File: src/rtl/sm83_pkg.sv
// Shared types and constants for the SM83 interrupt controller slice.
package sm83_pkg;

  typedef logic [15:0] addr_t;
  typedef logic [7:0]  data_t;

  typedef enum logic [2:0] {
    IRQ_VBLANK = 3'd0,
    IRQ_STAT   = 3'd1,
    IRQ_TIMER  = 3'd2,
    IRQ_SERIAL = 3'd3,
    IRQ_JOYPAD = 3'd4
  } irq_src_t;

  typedef enum logic [1:0] {
    INT_IDLE,
    INT_DISPATCH,
    INT_RESOLVE
  } int_state_t;

  localparam addr_t IF_ADDR_DEF  = 16'hFF0F;
  localparam addr_t IE_ADDR_DEF  = 16'hFFFF;
  localparam addr_t INT_VEC_BASE = 16'h0040;

  // Restart vectors are spaced 8 bytes apart starting at the base.
  function automatic addr_t int_vec_addr(input addr_t base, input irq_src_t idx);
    return base + {10'd0, idx, 3'b000};
  endfunction

endpackage

File: src/rtl/sm83_int_prio.sv
// Lowest-index-wins priority encoder over the five interrupt sources.
module sm83_int_prio
  import sm83_pkg::*;
(
  input  logic [4:0] req,
  output logic       hit,
  output irq_src_t   idx
);

  always_comb begin
    hit = |req;
    idx = IRQ_VBLANK;
    for (int i = 4; i >= 0; i--) begin
      if (req[i]) idx = irq_src_t'(3'(i));
    end
  end

endmodule

File: src/rtl/sm83_int_ctrl.sv
// Interrupt controller: IF/IE registers, bus decode and the core dispatch handshake.
module sm83_int_ctrl
  import sm83_pkg::*;
#(
  parameter addr_t IF_ADDR  = IF_ADDR_DEF,
  parameter addr_t IE_ADDR  = IE_ADDR_DEF,
  parameter addr_t VEC_BASE = INT_VEC_BASE
) (
  input  logic        clk,
  input  logic        rst,
  input  logic [4:0]  irq_src,
  input  addr_t       bus_addr,
  input  data_t       bus_wdata,
  input  logic        bus_wr,
  input  logic        bus_rd,
  output data_t       bus_rdata,
  output logic        bus_rhit,
  input  logic        ime,
  output logic        int_pending,
  output logic        int_req,
  input  logic        int_take,
  input  logic        int_vec_req,
  output addr_t       int_vec,
  output logic        int_vec_valid,
  output logic        busy
);

  int_state_t state_q, state_d;
  logic [4:0] if_q, if_d;
  data_t      ie_q;
  logic [4:0] active;
  logic       hit;
  irq_src_t   idx;
  logic       ie_wr, if_wr, rd_ie, rd_if, resolve;

  assign active = ie_q[4:0] & if_q;

  sm83_int_prio u_prio (
    .req (active),
    .hit (hit),
    .idx (idx)
  );

  assign ie_wr   = bus_wr && (bus_addr == IE_ADDR);
  assign if_wr   = bus_wr && (bus_addr == IF_ADDR) && !ie_wr;
  assign rd_ie   = bus_rd && (bus_addr == IE_ADDR);
  assign rd_if   = bus_rd && (bus_addr == IF_ADDR) && !rd_ie;
  assign resolve = (state_q == INT_DISPATCH) && int_vec_req;

  assign int_pending   = |active;
  assign int_req       = int_pending && ime && (state_q == INT_IDLE);
  assign int_vec_valid = (state_q == INT_RESOLVE);
  assign busy          = (state_q != INT_IDLE);

  always_comb begin
    state_d = state_q;
    case (state_q)
      INT_IDLE:     if (int_take && int_req) state_d = INT_DISPATCH;
      INT_DISPATCH: if (int_vec_req)         state_d = INT_RESOLVE;
      INT_RESOLVE:                           state_d = INT_IDLE;
      default:                               state_d = INT_IDLE;
    endcase
  end

  // Write replaces, resolve clears, then new requests set: a pulse is never lost.
  always_comb begin
    if_d = if_q;
    if (if_wr) if_d = bus_wdata[4:0];
    if (resolve && hit) if_d[idx] = 1'b0;
    if_d = if_d | irq_src;
  end

  always_ff @(posedge clk) begin
    if (rst) begin
      state_q   <= INT_IDLE;
      if_q      <= '0;
      ie_q      <= '0;
      bus_rdata <= '0;
      bus_rhit  <= 1'b0;
      int_vec   <= '0;
    end else begin
      state_q   <= state_d;
      if_q      <= if_d;
      if (ie_wr) ie_q <= bus_wdata;
      bus_rhit  <= rd_ie || rd_if;
      bus_rdata <= rd_ie ? ie_q : (rd_if ? {3'b111, if_q} : 8'h00);
      // Winner is recomputed at the vector sample so late IE/IF writes count.
      if (resolve) int_vec <= hit ? int_vec_addr(VEC_BASE, idx) : 16'h0000;
    end
  end

endmodule

File: config.mk
export PLATFORM = sky130hd
export DESIGN_NAME = sm83_int_ctrl
export DESIGN_NICKNAME = d
export VERILOG_FILES = /design/src/rtl/sm83_pkg.sv /design/src/rtl/sm83_int_prio.sv /design/src/rtl/sm83_int_ctrl.sv
export SDC_FILE = /design/constraint.sdc
export NUM_CORES = 1
export LEC_CHECK = 0
export CAP_MARGIN = 20
export CELL_PAD_IN_SITES_DETAIL_PLACEMENT = 1
export CELL_PAD_IN_SITES_GLOBAL_PLACEMENT = 1
export CORE_MARGIN = 8
export CORE_UTILIZATION = 32
export DETAILED_ROUTE_END_ITERATION = 10
export PLACE_DENSITY_LB_ADDON = 0.1
export SLEW_MARGIN = 20
export SYNTH_ARGS = -nofsm -noshare
export SYNTH_HDL_FRONTEND = slang
export SYNTH_HIERARCHICAL = 1
export SYNTH_SLANG_ARGS = --single-unit
File: constraint.sdc
create_clock -name clk -period 3.1 [get_ports clk]
set_input_delay 0.62 -clock clk [delete_from_list [all_inputs] [get_ports clk]]
set_output_delay 0.62 -clock clk [all_outputs]
set_load 0.03 [all_outputs]
==> run metrics <==
FF+latch count, synth 28; Post-CTS Hold Buffers 0; Antenna Nets Post-Route 0; reg2reg start if_q[0]; Fin. Hold Viols 0; leak pwr 0.752 nW; vias in the first global route 1,712; area share of the largest cell type after synthesis 0.368; WP data required 2.48 ns; DRT Wirelength 4910 um; R2R Setup Slk 1.05 ns; synth top area cells dfxtp_1 (37%), nand3_1 (10%), a21oi_1 (7.2%); Synth async-reset ratio 0; most common cell after layout, fill and taps aside clkdlybuf4s50_1; crit path DAT 2.19 ns; Worst IR Drop VDD 0.000205 V; Root Buffer clkbuf_8; GP Congestion 0.766; Slew Viols, Final 0; GR Overflow Total 0; FP Rows 25; via count 1,531; largest net degree at the start of global routing 18; Post-CTS Setup Bufs 0; synth unique cells 43; Hold Path Origin int_vec[5]; Pre-Repair DR Iteration Count 4; H-Tree Depth 1; number of port buffers 52; Cells after Synth 186; largest fanout on the critical path 2; clock latency on the worst-skew pair 0.28 ns; GRT Total Usage 0.135; clock sinks 28; outcome completed; die width 85.0 um; Critical Path Source Type input pin; most frequent cells in the layout clkdlybuf4s50_1 (52), nand3_1 (31), dfxtp_1 (28); synth warn 6; setup TNS 0 ns; Achievable Freq 0.356 GHz; Hold EP int_vec[5]; ant diodes 0; leading area contributor after synthesis dfxtp_1; die extent in y 85.0 um; dominant synthesized flop cell dfxtp_1; Starting DRT DRC Count 36; overall power 0.767 mW; number of remaining DRC errors 0; power density over cell area 369 nW/um^2; RR Endpoint if_q[3]; TritonCTS Buffers 3; cts repair resizes 0; IO Count 65; Setup violations, final 0; CTS clock-pin slew for the worst setup and hold paths 0.10 ns; drt via density 5.37; CTS tree yes; FF-to-FF path depth 7; initial antenna violation count 0; max-cap violations 0; share of layout cells above drive strength 1 0.0649; setup repair after global routing missed its margin false; Initial Utilization 0.327; clock buffer depth 2; Max-slew headroom 0.521; Routed wire per std cell 17.2 um; sequential area share after synthesis 0.368; core area 4660 sq um; Final period util 0.906; Worst Hold Class reg2reg; Clock Skews 0.00485 ns; DP Wirelength 4000 um; Post-Syn Area 1520 sq um; critical path capture point type primary output; Tmin final 2.81 ns; Post-synth EDFFs 0; first-pass GRT wire length 8140 um; Avg Inst Size Synth 8.19 sq um; Nets 268; Setup CP Type in2out; Worst-Margin Slew 0.718 ns; Die ar. 7220 sq um; area delta synth->final 36.3%; Hold Path Depth 2
-- power breakdown --
| part | internal, mW | switching [mW] | leakage (nW) | total [mW] |
|---|---|---|---|---|
| sequential | 0.366 | 0.00745 | 0.227 | 0.373 |
| combinational | 0.0489 | 0.0473 | 0.489 | 0.0962 |
| clock | 0.173 | 0.124 | 0.0357 | 0.297 |
-- synth_stat cells, types with 2 or more instances --
library cell,n
buf_1,2
o211ai_1,2
and2_0,2
o2111ai_1,3
dfxtp_1,28
buf_4,12
and4_1,4
a21oi_1,22
a311oi_1,2
a22oi_1,2
nor2_1,4
and3_2,2
nand2b_1,2
nand3_1,31
and3_1,2
and2_1,5
nand2_1,11
nor2b_1,4
nand4b_1,2
buf_6,2
buf_2,6
nand4_1,3
o21ai_1,8
nor4_2,2
inv_1,5
-- registers in the layout (all words and copies together), names as in the netlist --
signal     count
bus_rdata      8
ie_q           8
if_q           5
int_vec        4
state_q        2
bus_rhit       1
-- critical path, stage by stage --
cell	delay, ns
clkdlybuf4s50_1	0.46
inv_1	0.04
a311oi_1	0.32
clkdlybuf4s50_1	0.75
-- area by class of cell --
type / instances / area, sq um
Inverter: 6 / 22.5
Multi-Input combinational cell: 140 / 826
Tap cell: 54 / 67.6
Clock buffer: 3 / 41.3
Fill cell: 552 / 2580
Clock inverter: 1 / 30.0
Sequential cell: 28 / 561
Timing Repair Buffer: 53 / 528
-- per-stage QoR --
step / worst slack (ns) / instance area [sq um] / std cells / util / hold slack (ns)
detailed placement: 0.256 / 2000 / 281 / 0.430 / 0.446
CTS: 0.254 / 2080 / 285 / 0.445 / 0.461
finish: 0.292 / 2080 / 285 / 0.445 / 0.460
global route: 0.195 / 2080 / 285 / 0.445 / 0.503
floorplan: 0.873 / 1560 / 197 / - / 0.447
global placement: 0.312 / 2000 / 281 / 0.430 / 0.440
-- how the worst max path moves through the flow --
stage	startpoint	endpoint	slack, ns
2_1_floorplan	state_q[1]	int_req	0.87
3_3_place_gp	ime	int_req	0.31
3_5_place_dp	ime	int_req	0.26
4_1_cts	ime	int_req	0.25
5_1_grt	ime	int_req	0.20
6_report	ime	int_req	0.29
-- per-layer routing --
metal | track usage | up-vias | part of all wire
li1 | - | 742 | -
met1 | 0.150 | 748 | 0.40
met2 | 0.251 | 39 | 0.54
met3 | 0.0290 | 2 | 0.052
met4 | 0.0372 | 0 | 0.0081
met5 | 0 | - | 0
-- cell families (layout without fill, tap and decap cells) --
kind of cell,Yosys count,after routing,share of synthesized area
simple gates,85,85,0.343
compound gates,43,43,0.169
buf+inv,29,63,0.117
flops,28,28,0.368
other cells,1,12,0.00246
Note: power is estimated with default switching activity, not from simulation.
